## src/rtl/lock_pkg.sv

```systemverilog
// Shared state encodings and key constants for the safe-lock code-entry controller.
package lock_pkg;

  typedef enum logic [2:0] {
    ENTRY    = 3'd0,
    CHECK    = 3'd1,
    UNLOCKED = 3'd2,
    PROGRAM  = 3'd3,
    LOCKOUT  = 3'd4
  } state_e;

  localparam logic [3:0] KEY_CLR  = 4'hA;
  localparam logic [3:0] KEY_ENT  = 4'hB;
  localparam logic [3:0] KEY_PROG = 4'hC;

  function automatic logic is_digit(logic [3:0] key);
    return key <= 4'd9;
  endfunction

endpackage

```

## src/rtl/lock_timer.sv

```systemverilog
// Loadable 32-bit down-counter; done is high for the one cycle the count sits at zero.
module lock_timer (
  input  logic        clk,
  input  logic        rst,
  input  logic        load,
  input  logic [31:0] load_val,
  output logic        done
);

  logic [31:0] count_q;
  logic        running_q;

  always_ff @(posedge clk) begin
    if (rst) begin
      count_q   <= '0;
      running_q <= 1'b0;
    end else if (load) begin
      count_q   <= load_val;
      running_q <= 1'b1;
    end else if (running_q) begin
      if (count_q == '0) begin
        running_q <= 1'b0;
      end else begin
        count_q <= count_q - 32'd1;
      end
    end
  end

  assign done = running_q && (count_q == '0);

endmodule

```

## src/rtl/lock_sequencer.sv

```systemverilog
// Code-entry controller: collects passcode digits, checks them, times unlock and
// lockout windows, and lets an unlocked user program a new passcode.
module lock_sequencer
  import lock_pkg::*;
#(
  parameter int unsigned           CODE_LEN       = 4,
  parameter int unsigned           MAX_ATTEMPTS   = 3,
  parameter int unsigned           UNLOCK_CYCLES  = 250000000,
  parameter int unsigned           LOCKOUT_CYCLES = 1500000000,
  parameter logic [CODE_LEN*4-1:0] DEFAULT_CODE   = 16'h1234
) (
  input  logic       clk,
  input  logic       rst,
  input  logic       key_valid,
  input  logic [3:0] key_code,
  output logic       unlock,
  output logic       locked_out,
  output logic       err,
  output logic       prog_done,
  output logic [2:0] digit_cnt,
  output logic [2:0] state_o
);

  localparam int unsigned CodeW  = CODE_LEN * 4;
  localparam int unsigned CntW   = $clog2(CODE_LEN + 1);
  localparam int unsigned FailW  = $clog2(MAX_ATTEMPTS + 1);

  state_e             state_q, state_d;
  logic [CodeW-1:0]   code_buf_q, code_buf_d;
  logic [CodeW-1:0]   stored_q, stored_d;
  logic [CntW-1:0]    cnt_q, cnt_d;
  logic [FailW-1:0]   fail_q, fail_d;
  logic               err_d, prog_done_d;
  logic               tmr_load, tmr_done;
  logic [31:0]        tmr_val;
  logic               full, match;

  assign full  = (cnt_q == CntW'(CODE_LEN));
  assign match = full && (code_buf_q == stored_q);

  lock_timer u_timer (
    .clk      (clk),
    .rst      (rst),
    .load     (tmr_load),
    .load_val (tmr_val),
    .done     (tmr_done)
  );

  always_comb begin
    state_d     = state_q;
    code_buf_d  = code_buf_q;
    cnt_d       = cnt_q;
    stored_d    = stored_q;
    fail_d      = fail_q;
    err_d       = 1'b0;
    prog_done_d = 1'b0;
    tmr_load    = 1'b0;
    tmr_val     = '0;

    unique case (state_q)
      ENTRY: begin
        if (key_valid) begin
          if (is_digit(key_code)) begin
            if (!full) begin
              code_buf_d = (code_buf_q << 4) | CodeW'(key_code);
              cnt_d      = cnt_q + CntW'(1);
            end
          end else if (key_code == KEY_CLR) begin
            code_buf_d = '0;
            cnt_d      = '0;
          end else if (key_code == KEY_ENT) begin
            state_d = CHECK;
          end
        end
      end
      CHECK: begin
        code_buf_d = '0;
        cnt_d      = '0;
        if (match) begin
          state_d  = UNLOCKED;
          fail_d   = '0;
          tmr_load = 1'b1;
          tmr_val  = 32'(UNLOCK_CYCLES - 1);
        end else begin
          err_d = 1'b1;
          if (fail_q == FailW'(MAX_ATTEMPTS - 1)) begin
            state_d  = LOCKOUT;
            fail_d   = '0;
            tmr_load = 1'b1;
            tmr_val  = 32'(LOCKOUT_CYCLES - 1);
          end else begin
            state_d = ENTRY;
            fail_d  = fail_q + FailW'(1);
          end
        end
      end
      UNLOCKED: begin
        if (tmr_done) begin
          state_d = ENTRY;
        end else if (key_valid && key_code == KEY_ENT) begin
          state_d = ENTRY;
        end else if (key_valid && key_code == KEY_PROG) begin
          // Timer is deliberately not reloaded: programming shares the unlock window.
          state_d    = PROGRAM;
          code_buf_d = '0;
          cnt_d      = '0;
        end
      end
      PROGRAM: begin
        if (tmr_done) begin
          state_d    = ENTRY;
          code_buf_d = '0;
          cnt_d      = '0;
        end else if (key_valid) begin
          if (is_digit(key_code)) begin
            if (!full) begin
              code_buf_d = (code_buf_q << 4) | CodeW'(key_code);
              cnt_d      = cnt_q + CntW'(1);
            end
          end else if (key_code == KEY_CLR) begin
            state_d    = ENTRY;
            code_buf_d = '0;
            cnt_d      = '0;
          end else if (key_code == KEY_ENT) begin
            code_buf_d = '0;
            cnt_d      = '0;
            if (full) begin
              stored_d    = code_buf_q;
              prog_done_d = 1'b1;
              state_d     = ENTRY;
            end else begin
              err_d = 1'b1;
            end
          end
        end
      end
      LOCKOUT: begin
        if (tmr_done) state_d = ENTRY;
      end
      default: state_d = ENTRY;
    endcase
  end

  always_ff @(posedge clk) begin
    if (rst) begin
      state_q    <= ENTRY;
      code_buf_q <= '0;
      stored_q   <= DEFAULT_CODE;
      cnt_q      <= '0;
      fail_q     <= '0;
      unlock     <= 1'b0;
      locked_out <= 1'b0;
      err        <= 1'b0;
      prog_done  <= 1'b0;
    end else begin
      state_q    <= state_d;
      code_buf_q <= code_buf_d;
      stored_q   <= stored_d;
      cnt_q      <= cnt_d;
      fail_q     <= fail_d;
      unlock     <= (state_d == UNLOCKED) || (state_d == PROGRAM);
      locked_out <= (state_d == LOCKOUT);
      err        <= err_d;
      prog_done  <= prog_done_d;
    end
  end

  assign state_o   = state_q;
  assign digit_cnt = 3'(cnt_q);

endmodule

```

## config.mk

```make
export PLATFORM = sky130hd
export DESIGN_NAME = lock_sequencer
export DESIGN_NICKNAME = d
export VERILOG_FILES = /design/src/rtl/lock_pkg.sv /design/src/rtl/lock_timer.sv /design/src/rtl/lock_sequencer.sv
export SDC_FILE = /design/constraint.sdc
export NUM_CORES = 1
export LEC_CHECK = 0
export BUFFER_PORTS_ARGS = -buffer_cell sky130_fd_sc_hd__buf_2
export CELL_PAD_IN_SITES_DETAIL_PLACEMENT = 1
export CELL_PAD_IN_SITES_GLOBAL_PLACEMENT = 1
export CORE_ASPECT_RATIO = 2
export CORE_MARGIN = 2
export CORE_UTILIZATION = 48
export CTS_BUF_LIST = sky130_fd_sc_hd__clkbuf_4
export CTS_CLUSTER_SIZE = 40
export DETAILED_ROUTE_END_ITERATION = 10
export GPL_TIMING_DRIVEN = 0
export PLACE_DENSITY = 0.89
export SLEW_MARGIN = 0
export SYNTH_ARGS = -nofsm -noshare
export SYNTH_HDL_FRONTEND = slang
export SYNTH_SLANG_ARGS = --single-unit
```

## constraint.sdc

```tcl
create_clock -name clk -period 3.9 [get_ports clk]
set_input_delay 0.78 -clock clk [delete_from_list [all_inputs] [get_ports clk]]
set_output_delay 0.78 -clock clk [all_outputs]
set_load 0.01 [all_outputs]
```

# After elaboration in Yosys (flattened, before gate mapping)
# Index checks and enable logic that the tools add are counted.
classes:
  eq_ne: 21
  n_div: 0
  n_addsub: 3
  n_reduce_logical: 13
  mux: 66
  shift: 0
  n_lt_le_gt_ge: 1
  bitwise: 7
  multipliers: 0
ops:
  columns: ["cell", "count"]
  rows:
  - ["two-way mux 16 bit", 12]
  - ["two-way mux 32 bit", 3]
  - ["two-way mux 31 bit", 3]
  - ["two-way mux 3 bit", 28]
  - ["one-hot mux 16 bit (4 select lines)", 1]
  - ["zero test 32 bit", 1]
  - ["subtractor 32 x 1 -> 32 bit (second input constant)", 1]
  - ["== test 16 bit", 1]
  - ["OR 16 x 4 -> 16 bit", 1]
  - ["one-hot mux 3 bit (5 select lines)", 1]
  - ["two-way mux 1 bit", 14]
  - ["== test 3 x 2 -> 1 bit (second input constant)", 4]
  - ["== test 4 bit (second input constant)", 3]
  - ["one-hot mux 3 bit (4 select lines)", 1]
  - ["!= test 2 bit (second input constant)", 5]
  - ["== test 3 bit (second input constant)", 3]
  - ["AND reduction 8 bit", 1]
  - ["AND reduction 7 bit", 1]
  - ["OR reduction 7 bit", 1]
  - ["!= test 3 bit (second input constant)", 2]
  - ["inverter 1 bit", 6]
  - ["!= test 5 bit (second input constant)", 1]
  - ["<= comparator 4 bit (second input constant)", 1]
  - ["logical AND 1 bit", 4]
  - ["11 further kinds", 12]
word_totals:
  input_bits: 7
  reg_bits: 77
  ramBits: 0
  n_memories: 0
  latch_bits: 0
  romBits: 0
  elab_cells: 122

# Logic depth before layout (Yosys ltp)
# Gate-level depths: netlist (run 1).
depth:
  depth_word: 10
  ltp_mapped: 9

# Cells and area by module
# From an unflattened synthesis (run 1), not the netlist that was laid out.
hier_totals:
  cells_unflattened: 457
  area_unflattened_um2: 4020.1
modules_own_cells:
  columns: ["module", "area_each_um2", "cells_per_inst", "n_inst"]
  rows:
  - ["lock_sequencer", 2042.0, 222, 1]
  - ["lock_timer", 1978.1, 235, 1]

# Worst setup path before layout (run 1)
# No wires, ideal clock.
synth_timing:
  path_type: "flip-flop to flip-flop"
  start: "register u_timer.count_q[16]"
  end: "register code_buf_q[4]"
  stages_incl_launch_ff: 9
  t_arrival_ns: 2.844
  path_buffers: 2
  t_required_ns: 3.770
  path_slack_ns: 0.926
  setup_time_ns: 0.130
  cell_sequence: "dfxtp_1 -> or4_4 -> or4b_1 -> buf_4 -> nor4_4 -> mux2_2 -> o21ai_2 -> buf_2 -> o22ai_1"
synth_between:
  elab_chain_cells: 4
  word_cells_on_any_way: 8
  cone_classes: "eq/ne (3); mux (2); reduce/logical (3)"
synth_rtl:
  columns: ["element", "line", "text"]
  rows:
  - ["from (decl)", "lock_timer.sv:10", "logic [31:0] count_q;"]
  - ["from (signal assigned)", "lock_timer.sv:18", "count_q <= load_val;"]
  - ["from (signal assigned)", "lock_timer.sv:24", "count_q <= count_q - 32'd1;"]
  - ["zero test 32 bit *", "lock_timer.sv:29", "assign done = running_q && (count_q == '0);"]
  - ["logical AND 1 bit *", "lock_timer.sv:29", null]
  - ["!= test 5 bit (no source line) (tied with other cells)", null, null]
  - ["AND reduction 8 bit (no source line) / one-hot mux 16 bit (4 select lines) (equally long branches)", null, null]
  - ["to (signal assigned)", "lock_sequencer.sv:157", "code_buf_q <= code_buf_d;"]
  - ["to (decl)", "lock_sequencer.sv:29", "logic [CodeW-1:0] code_buf_q, code_buf_d;"]
# Every way passes the cells marked *; elsewhere a longest branch is shown, timed or not.
# A chain may end at the register's enable or synchronous reset.

# Worst setup path in the final report (run 1)
layout_timing:
  start: "register u_timer.count_q[16]"
  end: "register cnt_q[0] (netlist: digit_cnt[0])"
layout_between:
  elab_chain_cells: 4
  word_cells_on_any_way: 8
  cone_classes: "eq/ne (3); mux (2); reduce/logical (3)"
layout_rtl:
  columns: ["element", "line", "text"]
  rows:
  - ["zero test 32 bit *", "lock_timer.sv:29", null]
  - ["logical AND 1 bit *", "lock_timer.sv:29", null]
  - ["!= test 5 bit (no source line) (tied with other cells)", null, null]
  - ["AND reduction 8 bit (no source line) / one-hot mux 3 bit (4 select lines) (equally long branches)", null, null]
  - ["to (signal assigned)", "lock_sequencer.sv:159", "cnt_q <= cnt_d;"]
  - ["to (decl)", "lock_sequencer.sv:31", "logic [CntW-1:0] cnt_q, cnt_d;"]
# Marked as above.

==> flow_summary.yaml, run 1 <==
pwr:
  powerDensity_nw_per_um2: 313
  leakagePower_uw: 0.00137
  peakVddDrop_v: 0.000227
clocking:
  cts_buffer_depth: 2
  clock_sinks: 77
  clk_pin_slew_ns: 0.13
  cts_hold_buf: 0
  cts_root_buf: "clkbuf_4"
  postCtsSetupBuffers: 0
  clock_latency_ns: 0.45
  cts_tree: "yes"
  h-tree-depth: 3
  cts_inserted_buffers: 9
grt:
  overflow: 0
  grt_pass1_vias: 3766
  track_usage_pct: 28.0
  grt_first_pass_wirelength_um: 18000
  grt_max_degree: 13
  antenna_found_initial: 1
place:
  dpl-instance-area_um2: 3970
  buffer_ports.inserted: 16
  dpl.hpwl_um: 8520
  gp_congestion: 0.864
sta:
  whs_ns: 0.480
  finalHoldViolations: 0
  rsz0062_at_grt: "false"
  setup_violations: 0
  finalMaxSlewViolations: 0
  fin_tns_setup_ns: 0
  skew_ns: 0.0149
  worst_pin_slew_ns: 0.985
  finalCriticalPeriod_ns: 3.47
  fmax_ghz: 0.288
  fin_crit_sh_pct: 88.9
  slew_headroom_pct: 33.3
detailed_routing:
  wl_met3_um: 255
  drt-met1-wl_um: 3690
  met2_length_um: 6310
  routedWlPerCell_um: 18.7
  drc_errors: 0
  via_per_inst: 6.00
  dr_total_vias: 3491
  drtIter0Drc: 114
  highest_layer: "met4"
  drtAntennaViolNets: 0
  dr.pass1.iters: 4
  wl_um: 10900
synthesis:
  syn_avg_cell_area_um2: 8.29
  post_synth_num_cell_types: 54
  netlist_instances: 455
  synth_area_leaders: "dfxtp_1 41%, xnor2_1 8.1%, nand3_1 4.6%, a21oi_1 4.2%, nand2_1 4.1%"
  synth_top_cell_by_area: "dfxtp_1"
  syn-num-nets: 466
  ys_warn_count: 0
  synthFlopType: "dfxtp_1"
  synth-edff-count: 0
  mappedNetlistArea_um2: 3770
  yosysTopAreaCellShare_pct: 40.9
  synthArstFlopShare_pct: 0
  synth-seq-area-share_pct: 40.9
  ys_ff_latch: 77
setup_path:
  cp.depth: 8
  crit_path_end_kind: "register"
  critical_path.max_fanout: 10
  start_kind: "register"
  path_buf_inv: 2
  path_delay_family: "simple AND/OR/NAND/NOR gates"
  cp.required_ns: 4.23
  critical_path_class: "register to register"
  critical_path_arrival_ns: 3.80
  path_cells: "or4_4 > or4b_1 > buf_4 > nor4_4 > mux2_2 > o21ai_2 > buf_2 > o22ai_1"
  cpMaxStageDelayCell: "or4_4"
  max_stage_delay_ns: 0.58
  reg2reg_depth: 8
hold_path:
  hold_path_depth: 2
  hold_class: "register to register"
run_status:
  run_status: "finished, final reports clean"
floorplan:
  die_w_um: 66.7
  die_y_um: 129
  ios: 17
  start_util_pct: 49.6
  rows: 45
  core_area_um2: 7600
  die-area_um2: 8630
final_layout:
  final_layout_size_suffix_gt1_share_pct: 9.65
  syn_to_final_growth_pct: 8.26
  final_cell_area_um2: 4080
  fin_nets: 493
flow_run:
  cap_viol_max_count: 0
## final timing paths
kind                             from            to  slack (ns)
setup reg to reg  u_timer.count_q[16]  digit_cnt[0]        0.43
hold reg to reg           stored_q[6]   stored_q[6]        0.48
setup / recovery  u_timer.count_q[16]  digit_cnt[0]        0.43
hold / removal            stored_q[6]   stored_q[6]        0.48
## cells by family after synthesis
group / after synthesis / share of synthesized area [%]
and+or+nand+nor: 189 / 25.9
AOI/OAI and AO/OA: 93 / 16.3
DFF: 77 / 40.9
buffers and inverters: 47 / 5.11
xor gates and xnor gates: 42 / 9.75
adders and majority gates: 4 / 1.33
muxes: 3 / 0.829
## cell type report
type / instances / area [um^2]
antenna: 1 / 2.50
buffer: 21 / 95.1
clock buffer: 10 / 75.1
clock inverter: 6 / 30.0
fill: 959 / 3520
inverter: 26 / 97.6
multi-input combinational: 331 / 2040
sequential: 77 / 1540
tap: 94 / 118
timing repair buffer: 16 / 80.1
## power by group
group	internal [uW]	leakage [uW]	switching, uW
logic	22.6	0.000691	46.3
clock network	131	0.0000610	284
registers	791	0.000621	6.00
## worst min-delay path, stage by stage (launching register included)
cell and delay, ns:
dfxtp_1 0.34, nand2_1 0.06, a21oi_1 0.05
## metal layers
metal | vias up | global-route usage (%)
met1 | 1710 | 24.6
met5 | - | 0
li1 | 1679 | -
met4 | 0 | 17.2
met3 | 40 | 6.25
met2 | 62 | 54.2
## placed cells by master (no fill, tap or decap), types with 2 or more instances in the layout
cell type / instances
nand3b_1: 3
a31oi_1: 3
clkbuf_1: 14
clkbuf_4: 10
xor2_1: 7
clkinv_2: 3
o22ai_1: 20
nor4_1: 13
or2_2: 2
or4_1: 3
inv_1: 26
nor2_1: 36
a211oi_1: 5
nand4_1: 4
buf_2: 20
clkinv_1: 2
o21ai_0: 13
a221oi_1: 2
nor3_1: 20
ha_1: 4
dfxtp_1: 77
nor4b_1: 2
a211o_1: 6
xnor2_1: 35
nand3_1: 35
and4b_1: 2
a21oi_1: 32
nand2_1: 41
mux2i_1: 2
nand2b_1: 12
or3_1: 5
## flip-flops by register name (all words and copies together), names as in the netlist
name and cells:
state_o 3, u_timer.count_q 32, u_timer.running_q 1, unlock 1, prog_done 1, err 1
digit_cnt 3, fail_q 2, locked_out 1, stored_q 16, code_buf_q 16
## repair_timing
action,4_1_cts,5_1_grt
endpoints found under the setup margin,0,10
hold endpoints to repair,0,0
gates resized for setup,0,1
## cells in the mapped netlist, types with 2 or more instances
cell / n
a211o_1: 6
a211oi_1: 5
a21oi_1: 32
a221oi_1: 2
a31oi_1: 3
and4b_1: 2
buf_2: 4
clkbuf_1: 14
dfxtp_1: 77
ha_1: 4
inv_1: 26
mux2i_1: 2
nand2_1: 41
nand2b_1: 12
nand3_1: 35
nand3b_1: 3
nand4_1: 4
nor2_1: 36
nor3_1: 20
nor4_1: 14
nor4b_1: 2
o21ai_0: 13
o22ai_1: 20
or2_2: 2
or3_1: 5
or4_1: 3
xnor2_1: 35
xor2_1: 7
## through the flow
step | total power [uW] | setup slack [ns] | util [%] | std cells
finish | 1280 | 0.432 | 53.7 | 582
global route | 1340 | 0.196 | 53.7 | 582
CTS | 1290 | 0.0790 | 53.6 | 581
detailed placement | 883 | 0.0970 | 52.2 | 565
global placement | 880 | 0.271 | 52.2 | 565
floorplan | 857 | 0.926 | - | 455
(Power assumes the default switching activity.)
==> run 2, diff against run 1 <==
- REMOVE_ABC_BUFFERS: not set -> 1
==> flow_summary.yaml, run 2 (synthesis gave the netlist of run 1 again) <==
run_status:
  run_status: "finished, final reports clean"
floorplan:
  die-area_um2: 8630
  die_y_um: 129
  die_w_um: 66.7
  rows: 45
  core_area_um2: 7600
  start_util_pct: 49.6
  ios: 17
sta:
  fin_crit_sh_pct: 95.8
  slew_headroom_pct: 18.1
  whs_ns: 0.479
  skew_ns: 0.00849
  fmax_ghz: 0.268
  finalHoldViolations: 0
  finalMaxSlewViolations: 0
  rsz0062_at_grt: "false"
  finalCriticalPeriod_ns: 3.73
  setup_violations: 0
  worst_pin_slew_ns: 1.22
detailed_routing:
  dr_total_vias: 3455
  routedWlPerCell_um: 18.7
  drtIter0Drc: 153
  drtAntennaViolNets: 0
  via_per_inst: 6.14
  dr.pass1.iters: 5
  wl_um: 10500
  drc_errors: 0
clocking:
  cts_root_buf: "clkbuf_4"
  clk_pin_slew_ns: 0.13
  clock_latency_ns: 0.45
  cts_tree: "yes"
  clock_sinks: 77
  cts_buffer_depth: 2
  cts_hold_buf: 0
  cts_inserted_buffers: 9
  h-tree-depth: 3
final_layout:
  largest_reg_flops: 32
  final_cell_area_um2: 4100
  syn_to_final_growth_pct: 8.79
  final_layout_size_suffix_gt1_share_pct: 9.83
  largest-register: "u_timer.count_q"
  fin_nets: 474
  final_common_cell: "dfxtp_1"
  layout_common_cells: "77 x dfxtp_1, 41 x nand2_1, 36 x nor2_1"
  top_regs: "u_timer.count_q: 32 flops, code_buf_q: 16 flops, stored_q: 16 flops"
setup_path:
  start_kind: "register"
  worstSetupEndpoint: "digit_cnt[2]"
  cp.required_ns: 4.21
  r2r_setup_slack_ns: 0.17
  crit_path_end_kind: "register"
  cpMaxStageDelayCell: "nor4_2"
  critical_path_arrival_ns: 4.05
  worst_setup_path_startpoint: "u_timer.count_q[3]"
  r2r_end: "digit_cnt[2]"
  max_stage_delay_ns: 0.67
  r2r-start: "u_timer.count_q[3]"
  critical_path.max_fanout: 19
  path_cells: "nor4_2 > nand4_1 > nor4_4 > mux2_2 > o21ai_2 > o22ai_1"
  reg2reg_depth: 6
  critical_path_class: "register to register"
grt:
  grt_pass1_vias: 3721
  grt_first_pass_wirelength_um: 17700
  antenna_found_initial: 1
  overflow: 0
  grt_max_degree: 48
  track_usage_pct: 27.1
hold_path:
  hold_class: "register to register"
place:
  dpl-instance-area_um2: 3890
  gp_congestion: 0.918
  buffer_ports.inserted: 16
  dpl.hpwl_um: 7650
pwr:
  powerDensity_nw_per_um2: 362
  leakagePower_uw: 0.00138
  peakVddDrop_v: 0.000224
flow_run:
  cap_viol_max_count: 0
==> run 2: worst min-delay path by stage <==
stage / cells after the start / from / to / slack (ns)
after floorplan: 2 / stored_q[7] / stored_q[7] / 0.44
after CTS: 2 / stored_q[13] / stored_q[13] / 0.48
after detailed placement: 2 / stored_q[13] / stored_q[13] / 0.46
after global placement: 2 / stored_q[13] / stored_q[13] / 0.45
after global routing: 2 / stored_q[13] / stored_q[13] / 0.51
final: 2 / stored_q[13] / stored_q[13] / 0.48
==> run 2: metrics by stage <==
stage	power [uW]	setup slack [ns]	cells	setup TNS [ns]	util, %
floorplan	848	0.626	434	0	-
global placement	874	-0.474	544	-7.60	51.0
detailed placement	876	-0.284	545	-4.56	51.2
CTS	1490	0.0580	561	0	53.7
global route	1520	0.00315	563	0	54.0
finish	1490	0.165	563	0	54.0
==> run 2: layout make-up <==
class / count / area [um^2]
Multi-Input combinational cell: 331 / 2060
Timing Repair Buffer: 18 / 108
Fill cell: 945 / 3500
Sequential cell: 77 / 1540
Clock buffer: 9 / 67.6
Clock inverter: 7 / 113
Antenna cell: 1 / 2.50
Inverter: 26 / 97.6
Tap cell: 94 / 118
==> run 2: where the power goes <==
| part | switching (uW) | internal [uW] | leakage, uW | total (uW) |
|---|---|---|---|---|
| logic | 45.3 | 22.1 | 0.000666 | 67.4 |
| clock network | 300 | 322 | 0.0000977 | 622 |
| registers | 4.95 | 791 | 0.000621 | 796 |
==> run 2: layer usage <==
metal	part of all wire [%]	vias to the layer above	wire [um]	global-route usage (%)
li1	-	1634	-	-
met1	35	1694	3680	25.3
met2	57	85	5970	51.3
met3	2.8	42	298	3.99
met4	5.5	0	582	18.5
met5	0	-	0	0
==> run 2: repair_timing <==
action	CTS	global route
endpoints found under the setup margin	22	17
buffers inserted	0	1
endpoints found under the hold margin	0	0
pin swaps	0	1
gates resized for setup	1	0
==> run 2: worst max-delay path: cells and delay by family, from the launching register on <==
kind,cells,cell delay [ns]
flops,1,0.39
mux,1,0.40
simple gates,3,1.92
compound gates,2,0.88
